`src/rtl/resp_trans_engine.sv`:
```
// Multi-channel responder TX engine: round-robin picks a response queue, gathers its payload into the
// packet buffer in PMTU-sized packets and emits one egress header per packet; every interface stalls in place.
module resp_trans_engine #(
    parameter int NUM_CH   = 2,
    parameter int CH_W     = 1,
    parameter int META_W   = 128,
    parameter int LEN_W    = 16,
    parameter int DATA_W   = 512,
    parameter int SLOT_LOG = 14,
    parameter int PMTU     = 4096
) (
    input  logic                                   clk,
    input  logic                                   rst,
    input  logic [NUM_CH-1:0]                      net_resp_empty,
    input  logic [NUM_CH*META_W-1:0]               net_resp_dout,
    output logic [NUM_CH-1:0]                      net_resp_ren,
    input  logic [NUM_CH-1:0]                      payload_empty,
    input  logic [NUM_CH*DATA_W-1:0]               payload_data,
    output logic [NUM_CH-1:0]                      payload_ren,
    output logic                                   insert_req_valid,
    output logic                                   insert_req_start,
    output logic                                   insert_req_last,
    output logic [SLOT_LOG-1:0]                    insert_req_head,
    output logic [DATA_W-1:0]                      insert_req_data,
    input  logic                                   insert_req_ready,
    input  logic                                   insert_resp_valid,
    input  logic [SLOT_LOG-1:0]                    insert_resp_data,
    output logic                                   egress_pkt_valid,
    output logic [META_W+SLOT_LOG+LEN_W+CH_W+2:0]  egress_pkt_head,
    input  logic                                   egress_pkt_ready
);
    localparam int BPB = DATA_W / 8;

    typedef enum logic [2:0] {
        S_IDLE, S_GRANT, S_SEG, S_INS_START, S_WAIT_HEAD, S_INS_BODY, S_EMIT
    } state_t;

    state_t                   r_state;
    logic [CH_W-1:0]          r_ch;
    logic [CH_W-1:0]          r_rr_ptr;
    logic [META_W-1:LEN_W]    r_meta_hi;
    logic [LEN_W-1:0]         r_rem;
    logic [LEN_W-1:0]         r_pkt_len;
    logic [LEN_W-1:0]         r_beats;
    logic [LEN_W-1:0]         r_beat_cnt;
    logic [SLOT_LOG-1:0]      r_slot;
    logic                     r_first;
    logic                     r_has_pld;

    logic [CH_W-1:0]          w_pick;
    logic                     w_any;
    int                       w_best;
    int                       w_dist;
    logic [META_W-1:0]        w_meta;
    logic [DATA_W-1:0]        w_pdat;
    logic                     w_pempty;
    logic [LEN_W-1:0]         w_seg_len;
    logic [LEN_W-1:0]         w_seg_beats;
    logic                     w_ins;
    logic                     w_fire;
    logic                     w_last_pkt;

    // Nearest non-empty channel at or after the round-robin pointer wins.
    always_comb begin
        w_pick = r_rr_ptr;
        w_best = NUM_CH;
        w_dist = 0;
        for (int c = 0; c < NUM_CH; c++) begin
            if (!net_resp_empty[c]) begin
                w_dist = (c + NUM_CH - int'(r_rr_ptr)) % NUM_CH;
                if (w_dist < w_best) begin
                    w_best = w_dist;
                    w_pick = CH_W'(c);
                end
            end
        end
        w_any = (w_best < NUM_CH);
    end

    always_comb begin
        w_meta   = '0;
        w_pdat   = '0;
        w_pempty = 1'b1;
        for (int c = 0; c < NUM_CH; c++) begin
            if (r_ch == CH_W'(c)) begin
                w_meta   = net_resp_dout[c*META_W +: META_W];
                w_pdat   = payload_data[c*DATA_W +: DATA_W];
                w_pempty = payload_empty[c];
            end
        end
    end

    assign w_seg_len   = (r_rem > LEN_W'(PMTU)) ? LEN_W'(PMTU) : r_rem;
    assign w_seg_beats = LEN_W'((int'(w_seg_len) + BPB - 1) / BPB);
    assign w_ins       = (r_state == S_INS_START) || (r_state == S_INS_BODY);
    assign w_last_pkt  = (r_rem == r_pkt_len);

    assign insert_req_valid = w_ins && !w_pempty;
    assign insert_req_start = (r_state == S_INS_START);
    assign insert_req_last  = ((r_state == S_INS_START) && (r_beats == LEN_W'(1))) ||
                              ((r_state == S_INS_BODY) && (r_beat_cnt == r_beats - LEN_W'(1)));
    assign insert_req_head  = (r_state == S_INS_BODY) ? r_slot : '0;
    assign insert_req_data  = w_ins ? w_pdat : '0;
    assign w_fire           = insert_req_valid && insert_req_ready;

    always_comb begin
        net_resp_ren = '0;
        payload_ren  = '0;
        for (int c = 0; c < NUM_CH; c++) begin
            if (r_ch == CH_W'(c)) begin
                net_resp_ren[c] = (r_state == S_GRANT);
                payload_ren[c]  = w_fire;
            end
        end
    end

    assign egress_pkt_valid = (r_state == S_EMIT);
    assign egress_pkt_head  = (r_state == S_EMIT) ?
        {w_last_pkt, r_first, r_has_pld, r_ch, r_slot, r_pkt_len, r_meta_hi, {LEN_W{1'b0}}} : '0;

    always_ff @(posedge clk or posedge rst) begin
        if (rst) begin
            r_state    <= S_IDLE;
            r_ch       <= '0;
            r_rr_ptr   <= '0;
            r_meta_hi  <= '0;
            r_rem      <= '0;
            r_pkt_len  <= '0;
            r_beats    <= '0;
            r_beat_cnt <= '0;
            r_slot     <= '0;
            r_first    <= 1'b0;
            r_has_pld  <= 1'b0;
        end else begin
            case (r_state)
                S_IDLE: begin
                    if (w_any) begin
                        r_ch    <= w_pick;
                        r_state <= S_GRANT;
                    end
                end
                S_GRANT: begin
                    r_meta_hi <= w_meta[META_W-1:LEN_W];
                    r_rem     <= w_meta[LEN_W-1:0];
                    r_first   <= 1'b1;
                    r_state   <= S_SEG;
                end
                S_SEG: begin
                    r_pkt_len  <= w_seg_len;
                    r_beats    <= w_seg_beats;
                    r_beat_cnt <= '0;
                    r_slot     <= '0;
                    r_has_pld  <= (w_seg_len != '0);
                    r_state    <= (w_seg_len == '0) ? S_EMIT : S_INS_START;
                end
                S_INS_START: begin
                    if (w_fire) begin
                        r_beat_cnt <= LEN_W'(1);
                        r_state    <= S_WAIT_HEAD;
                    end
                end
                S_WAIT_HEAD: begin
                    if (insert_resp_valid) begin
                        r_slot  <= insert_resp_data;
                        r_state <= (r_beats == LEN_W'(1)) ? S_EMIT : S_INS_BODY;
                    end
                end
                S_INS_BODY: begin
                    if (w_fire) begin
                        r_beat_cnt <= r_beat_cnt + LEN_W'(1);
                        if (insert_req_last) r_state <= S_EMIT;
                    end
                end
                S_EMIT: begin
                    if (egress_pkt_ready) begin
                        r_rem   <= r_rem - r_pkt_len;
                        r_first <= 1'b0;
                        if (w_last_pkt) begin
                            r_rr_ptr <= CH_W'((int'(r_ch) + 1) % NUM_CH);
                            r_state  <= S_IDLE;
                        end else begin
                            r_state  <= S_SEG;
                        end
                    end
                end
                default: r_state <= S_IDLE;
            endcase
        end
    end
endmodule
```
`config.mk`:
```
export PLATFORM = sky130hd
export DESIGN_NAME = resp_trans_engine
export DESIGN_NICKNAME = d
export VERILOG_FILES = /design/src/rtl/resp_trans_engine.sv
export SDC_FILE = /design/constraint.sdc
export NUM_CORES = 1
export LEC_CHECK = 0
export ABC_AREA = 0
export BUFFER_PORTS_ARGS = -buffer_cell sky130_fd_sc_hd__buf_4
export CAP_MARGIN = 20
export CORE_AREA = 2 2 771 773
export DETAILED_ROUTE_END_ITERATION = 10
export DIE_AREA = 0 0 773 775
export GPL_ROUTABILITY_DRIVEN = 0
export PLACE_DENSITY = 0.3
export REMOVE_ABC_BUFFERS = 1
export SYNTH_ARGS = -nofsm -noshare
export SYNTH_HDL_FRONTEND = slang
export SYNTH_SLANG_ARGS = --single-unit
```
`constraint.sdc`:
```
create_clock -name clk -period 19.6 [get_ports clk]
set_input_delay 2.94 -clock clk [delete_from_list [all_inputs] [get_ports clk]]
set_output_delay 2.94 -clock clk [all_outputs]
set_load 0.01 [all_outputs]
```
Word level (Yosys, flattened, before mapping)

Index checks and enable logic that the tools add are counted.
Widths: inputs -> output; s select.

Order comparisons: 4
$add $sub $neg: 9
Bitwise logic cells: 3
Reduce and logical (&&, ||, !) cells: 20
Muxes and demuxes: 38
Equality and inequality tests: 15

Operators with widths:

| kind                  | count |
|---|---|
| $mux 512              | 2 |
| $mux 162              | 1 |
| $mux 128              | 1 |
| $mux 32               | 4 |
| $mux 16               | 4 |
| $pmux 16 s3           | 1 |
| $eq 16x16->1          | 2 |
| $lt 2x32->1           | 1 |
| $lt 32x3->1 const B   | 1 |
| $pmux 16 s2           | 1 |
| $mux 14               | 2 |
| $pmux 14 s2           | 1 |
| $mux 3                | 7 |
| $pmux 3 s7            | 1 |
| $sub 17x1->18 const B | 1 |
| $add 16x7->17 const B | 1 |
| $add 16x1->16         | 1 |
| $add 16x1->16 const B | 1 |
| $eq 16x1->1 const B   | 1 |
| $gt 16x13->1 const B  | 1 |
| $logic_not 16->1      | 1 |
| $reduce_bool 16->1    | 1 |
| $sub 16x1->16 const B | 1 |
| $sub 16x16->16        | 1 |
| 22 further kinds      | 50 |

Logic and storage cells: 100
Output and inout port bits: 696
Register bits: 197
Input bits: 1,303

Longest topological paths before layout

Gate-level depths: netlist (run 1).

Depth in word-level cells: 11
Mapped depth: 10
Depth with buffers taken out: 10

Worst setup path before layout (run 1)

OpenSTA, ideal clock, no wires.

Kind: input-to-output
From: input port payload_empty[1]
To: output port payload_ren[0]
Stages: 4
Data arrival time: 3,687 ps
Required time: 16,660 ps
Setup slack: 12,973 ps
Path buffers: 0
Cells stage by stage: mux2i_1 nor2b_1 nand2_1 nor2_1

Cells in the longest elaborated chain, start to end: 5

Ends and longest elaborated chain:

| item                 | line | RTL |
|---|---|---|
| start, declared      | 17   | `input logic [NUM_CH-1:0] payload_empty,` |
| $mux 1               | 85   | `if (r_ch == CH_W'(c)) begin` |
| $logic_not 1->1      | 98   | `assign insert_req_valid = w_ins && !w_pempty;` |
| $logic_and 1x1->1    | 98   |  |
| via insert_req_valid | 20   | `output logic insert_req_valid,` |
| $logic_and 1x1->1    | 104  | `assign w_fire = insert_req_valid && insert_req_ready;` |
| $mux 1               | 110  | `if (r_ch == CH_W'(c)) begin` |
| end, declared        | 19   | `output logic [NUM_CH-1:0] payload_ren,` |

The timed path passes the listed nets, and every way through them passes these cells.

Worst setup path in the final report (run 1)

From: register r_ch
To: output port insert_req_data[250]

Cells in the longest elaborated chain, start to end: 2

Ends and longest elaborated chain:

| item                   | line | RTL |
|---|---|---|
| start, declared        | 39   | `logic [CH_W-1:0] r_ch;` |
| start signal, assigned | 138  | `r_ch <= w_pick;` |
| $mux 512               | 85   |  |
| $mux 512               | 103  | `assign insert_req_data = w_ins ? w_pdat : '0;` |
| end, declared          | 24   | `output logic [DATA_W-1:0] insert_req_data,` |

Every way passes these cells.

==> impl_metrics.ini, run 1 <==
[worst_setup_path]
required_ps = 16660
r2r_start = r_ch
cp_data_arrival_time_ps = 5400
crit_path_start = r_ch
rr_worst_depth = 9
crit_end = insert_req_data[250]
criticalPathCategory = reg -> out
rr_endpoint = r_beat_cnt[15]
r2r_slack_ps = 15510
critical_path.max_fanout = 78
endpoint_kind = primary output
critPathLaunchType = register

[drt]
wirelength_um = 413000
drc = 0
dr.pass1.iters = 6
vias_per_cell = 2.35
route.vias.total = 29000
wire_per_inst_um = 33.5
dr.first_iter.drc_count = 2608
postRouteAntennaNets = 0

[floorplanning]
die_width_um = 773
num_rows = 283
core_sq_um = 592000
die_height_um = 775
dieArea_sq_um = 599000
start_util = 0.0316
io_pins = 1999

[logic_synthesis]
syn_area_per_cell_sq_um = 7.72
synth-edff-count = 0
syn_area_sq_um = 18700
post_synth_main_area_contributors = mux2i_1 34%, dfrtp_1 26%, nor2_1 14%
async_flop_share = 1.00
ys_seq_elements = 192
synth_top_cell_area_share = 0.344
yosys.area.top_type = mux2i_1
yosys_warnings = 0
yosysSeqAreaShare = 0.257
netlist-cell-type-count = 66
synth_cells = 2422
synth_flop_cell = dfrtp_1

[clock_tree]
cts_buffers = 21
path_clk_slew_ps = 120
cts_tree = yes
clk_latency_ps = 670
post_cts_buffers = 0
clockRootBuffer = clkbuf_16
cts.repair.resized = 0
cts.sinks = 192
hold_buffers = 0
clk_path_buf_depth = 3
htree_levels = 4

[power_and_ir_drop]
max-vdd-ir-drop_v = 0.0000853
p_leak_nw = 18.1
p_per_area_nw_per_um2 = 121

[layout]
finish.utilization = 0.0746
nets = 5602
layout-drive-gt1-share = 0.484
syn2layout_area_growth_pct = 136

[placed_design]
portBuffers = 1982
place_hpwl_um = 383000

[worst_hold_path]
hold_path_class = reg -> reg
worstHoldStart = r_has_pld

[timing]
rsz0062_at_grt = false
slew_headroom = 0.0166
min_period_ps = 8340
fin_skew_ps = 61.9
holdWs_ps = 483
slew_violations = 0
fin_crit_sh = 0.425
hold_viol = 0
tightest_slew_ps = 1430
setup_violations = 0
fmax_ghz = 0.120

[grt]
grt-ovfl-total = 0
antenna_found_initial = 424
first_global_vias = 27100
grt_pass1_wl_um = 474000
grt_max_degree = 153
track_usage = 0.132

[run_status]
status = finished, final reports clean

[flow_run]
maxCapViolations = 0
==> metal layers <==
metal,up-vias,part of all wire,global-route usage,wire (um)
met1,13600,0.39,0.149,161000
met4,222,0.039,0.0424,15900
met5,-,0.0057,0.0202,2350
li1,12200,-,-,-
met2,2329,0.41,0.194,171000
met3,707,0.15,0.0914,63000
==> metrics by stage <==
| stage | cell area (sq um) | setup WS (ps) | TNS [ps] | power (mW) | cells |
|---|---|---|---|---|---|
| floorplan | 17900 | -16430 | -6709470 | 4.13 | 2224 |
| global placement | 43000 | 12170 | 0 | 4.95 | 12100 |
| detailed placement | 43000 | 12140 | 0 | 4.94 | 12100 |
| CTS | 43700 | 11360 | 0 | 5.47 | 12100 |
| global route | 44000 | 11180 | 0 | 5.66 | 12300 |
| finish | 44200 | 11260 | 0 | 5.35 | 12300 |
==> worst max-delay path, stage by stage, from the launching register on <==
cell and delay (ps):
dfrtp_4 810, buf_12 410, buf_4 800, buf_4 640, buf_4 920, mux2i_1 320
nor2_1 80, buf_4 190
==> power by group <==
| group | switching (mW) | total, mW | internal [mW] |
|---|---|---|---|
| clock | 0.256 | 0.476 | 0.220 |
| sequential | 0.116 | 0.655 | 0.539 |
| combinational | 2.76 | 4.22 | 1.46 |
| total | 3.13 | 5.35 | 2.22 |
==> logic make-up after synthesis <==
group / count (synthesis) / share of synthesized area
other: 1 / 0.000201
buffers and inverters: 257 / 0.0553
and+or+nand+nor: 1016 / 0.235
adders and majority gates: 19 / 0.0131
xor gates and xnor gates: 30 / 0.0141
AOI/OAI and AO/OA: 262 / 0.0798
DFF: 192 / 0.257
muxes: 645 / 0.345
==> synthesized netlist by cell type, types with 6 or more instances <==
library cell,n
inv_1,44
dfrtp_1,192
and2_1,125
nand4_1,10
nand2_1,59
nand2b_1,8
ha_1,18
buf_4,16
nor2b_1,10
nor3_1,15
xnor2_1,16
or3_1,7
nor4_1,7
buf_1,13
o31ai_1,7
nand3b_1,6
mux2i_1,643
o22ai_1,11
nand3_1,32
a21oi_1,141
nor2_1,714
and3_1,10
xor2_1,14
o21ai_0,58
clkbuf_1,181
==> sequential cells by signal, summed over array words and instances (netlist names) <==
signal / flops
r_meta_hi: 112
r_rr_ptr: 1
r_ch: 1
r_rem: 16
r_has_pld: 1
r_slot: 14
r_beats: 11
r_state: 3
r_pkt_len: 16
r_first: 1
r_beat_cnt: 16
==> layout make-up <==
class,instances,area (sq um)
inverter,44,180
tap,7837,9810
fill,70000,548000
clock buffer,24,547
multi-input combinational,1988,12900
timing repair buffer,2033,15300
sequential,192,4810
clock inverter,9,98.8
antenna,196,490
==> placed cells by master, fill, tap and decap left out, types with 5 or more instances in the layout <==
master / count
inv_1: 42
o31ai_1: 7
nand2_1: 59
or3_1: 7
xor2_1: 14
nor4_1: 7
nand4_1: 10
o21a_1: 5
o22ai_1: 11
buf_4: 2030
and2_1: 125
dfrtp_1: 191
nand3_1: 32
a21oi_1: 141
nor3_1: 14
nand2b_1: 8
nor2_1: 714
conb_1: 16
o21ai_0: 57
mux2i_1: 643
diode_2: 196
nor2b_1: 10
ha_1: 18
and3_1: 10
or4_1: 5
clkbuf_16: 21
nand3b_1: 6
xnor2_1: 16
==> worst min-delay path by stage <==
stage | depth (start not counted) | to
6_report | 2 | r_has_pld
5_1_grt | 2 | r_meta_hi[64]
4_1_cts | 2 | r_has_pld
3_5_place_dp | 2 | r_has_pld
3_3_place_gp | 2 | r_has_pld
2_1_floorplan | 2 | r_first
(Power assumes the default switching activity.)
==> inputs of run 2 (changes only) <==
Settings changed: ABC_AREA 0 to 1, CORE_AREA 2 2 771 773 to 2 2 780 782, DIE_AREA 0 0 773 775 to 0 0 782 784.
Clock period 19.6 ns to 7.3 ns, I/O delays scaled along.
==> run 2 against run 1 <==
  * Utilization increased by 0.29 points
  * Wire length is 14% higher
  * Largest cell class unchanged
  * Clock skew shrank 20 ps
  * Largest power group unchanged
  * Via count increased by 24%
  * Register-to-register slack worse by 12000 ps
  * Clock-buffer cell count increased by 2
  * Sequential share of layout area fell by 0.63 points
==> impl_metrics.ini, run 2 <==
[run_status]
status = finished, final reports clean

[floorplanning]
dieArea_sq_um = 613000
start_util = 0.0356
core_sq_um = 605000
die_height_um = 784
die_width_um = 782
io_pins = 1999
num_rows = 286

[worst_setup_path]
max_stage_delay_ps = 880
crit_family = simple AND/OR/NAND/NOR gates
endpoint_kind = primary output
cp_num_buf_inv = 4
critPathLaunchType = register
cp_cell_sequence = inv_1 > nand3_2 > nand2_8 > buf_12 > nand2_1 > inv_1 > buf_4
critical_path.max_fanout = 148
criticalPathCategory = reg -> out
cp_data_arrival_time_ps = 4020
crit_slowest_cell = nand2_8
crit_top_cell = inv_1
required_ps = 6200

[layout]
syn2layout_area_growth_pct = 118
layout_common_cells = 2453 x nand2_1, 2024 x buf_4, 733 x inv_1, 244 x nor2_1, 191 x dfrtp_1
layout-drive-gt1-share = 0.343
finalNonFillerCells = 14300
regMostFlops = r_meta_hi
largest_register_ffs = 112
final_common_cell = nand2_1
nets = 7423

[clock_tree]
cts_tree = yes
cts.sinks = 192
hold_buffers = 0
path_clk_slew_ps = 100
post_cts_buffers = 0
cts.repair.resized = 0
cts_buffers = 25
clk_path_buf_depth = 3
clk_latency_ps = 580
htree_levels = 4
clockRootBuffer = clkbuf_16

[logic_synthesis]
synth_cells = 4284
yosys.area.top_type = nand2_1
synth_top_cell_area_share = 0.428
async_flop_share = 1.00
syn_area_sq_um = 21500
ys_seq_elements = 192
synth-edff-count = 0
synth_flop_cell = dfrtp_1
netlist-cell-type-count = 46
synth_most_common_cell = nand2_1
post_synth_main_area_contributors = nand2_1 43%, dfrtp_1 22%, inv_1 13%
syn_area_per_cell_sq_um = 5.02
yosys_warnings = 0
synth_common_cells = 2453 x nand2_1, 735 x inv_1, 246 x nor2_1, 192 x dfrtp_1, 127 x buf_2
yosysSeqAreaShare = 0.223

[timing]
setup_violations = 0
fin_crit_sh = 0.700
fmax_ghz = 0.196
fin_setup_tns_ps = 0
hold_viol = 0
slew_headroom = 0.347
rsz0062_at_grt = false
slew_violations = 0
tightest_slew_ps = 980
min_period_ps = 5110
fin_skew_ps = 41.8

[placed_design]
portBuffers = 1982
place_hpwl_um = 438000
dpl.cell_count = 14100

[worst_hold_path]
hold_path_class = reg -> reg

[grt]
grt_pass1_wl_um = 545000
antenna_found_initial = 502
first_global_vias = 34600
track_usage = 0.147
grt_max_degree = 150
grt-ovfl-total = 0

[flow_run]
maxCapViolations = 0

[power_and_ir_drop]
p_leak_nw = 25.4
p_per_area_nw_per_um2 = 294
max-vdd-ir-drop_v = 0.000215

[drt]
dr.first_iter.drc_count = 2806
wirelength_um = 471000
route.vias.total = 36000
drc = 0
dr.pass1.iters = 5
wire_per_inst_um = 33.0
vias_per_cell = 2.52
postRouteAntennaNets = 0
-- run 2: changes by cell type in the layout (fill, tap and decap cells not counted), moves of 8 or more --
cell and delta:
o211ai_1 +118, mux2i_1 -643, and3_1 -10, nor2_1 -470
diode_2 -96, o22ai_1 -9, and2_1 -124, inv_1 +691
xnor2_1 -12, nand3_1 +35, nand2b_1 -8, nand2_1 +2394
a21oi_1 -108, nor2b_1 -10
-- run 2: cell type report --
type | count | area [sq um]
Antenna cell | 100 | 250
Clock buffer | 26 | 629
Clock inverter | 6 | 62.6
Fill cell | 72700 | 558000
Inverter | 743 | 2810
Multi-Input combinational cell | 3106 | 12800
Sequential cell | 192 | 4810
Tap cell | 8064 | 10100
Timing Repair Buffer | 2033 | 15400
-- run 2: kinds of logic (layout without fill, tap and decap cells) --
kind of cell    after synthesis  after routing  synth area share
other cells                   1            116          0.000174
simple gates               2812           2812             0.501
fa+ha+maj                    19             19            0.0114
xor+xnor                     15             15           0.00610
flops                       192            192             0.223
compound gates              243            243            0.0728
mux                           1              1          0.000523
buf+inv                    1001           2808             0.185
-- run 2: power by group --
| group | internal [mW] | total (mW) | switching (mW) |
|---|---|---|---|
| clock network | 0.656 | 1.31 | 0.650 |
| registers | 1.47 | 1.65 | 0.176 |
| logic | 3.21 | 10.8 | 7.63 |
| total | 5.34 | 13.8 | 8.45 |
-- run 2: per-stage QoR --
stage / hold slack (ps) / instance area [sq um] / utilization / power [mW] / setup WS, ps
floorplan: 436 / 20400 / - / 7.05 / -23530
global placement: 448 / 45900 / 0.0759 / 12.9 / 2600
detailed placement: 452 / 45900 / 0.0759 / 12.8 / 2580
CTS: 478 / 46600 / 0.0771 / 14.2 / 1900
global route: 509 / 46800 / 0.0774 / 14.9 / 1970
finish: 472 / 46900 / 0.0775 / 13.8 / 2190
-- run 2: layer usage --
layer,global-route usage,vias to the layer above,wire length (um),share of wire
met3,0.0704,981,53400,0.11
li1,-,16200,-,-
met4,0.0553,216,21300,0.045
met2,0.270,2320,240000,0.51
met5,0,-,1680,0.0036
met1,0.143,16300,155000,0.33
-- run 2: worst min-delay path, cell delays in order (launching register included) --
cell     delay (ps)
dfrtp_1         350
nand2_1          50
inv_1            40
-- run 2: worst paths after layout --
kind	to	startpoint	cells after the start	slack [ps]
worst max-delay path	insert_req_data[42]	r_state[1]	7	2190
worst min-delay path	r_pkt_len[14]	r_pkt_len[14]	2	470
worst max register to register	r_beat_cnt[5]	r_state[1]	11	3390
worst min register to register	r_pkt_len[14]	r_pkt_len[14]	2	470
max in group asynchronous	r_ch	rst	3	5260
min in group asynchronous	r_meta_hi[77]	rst	2	530
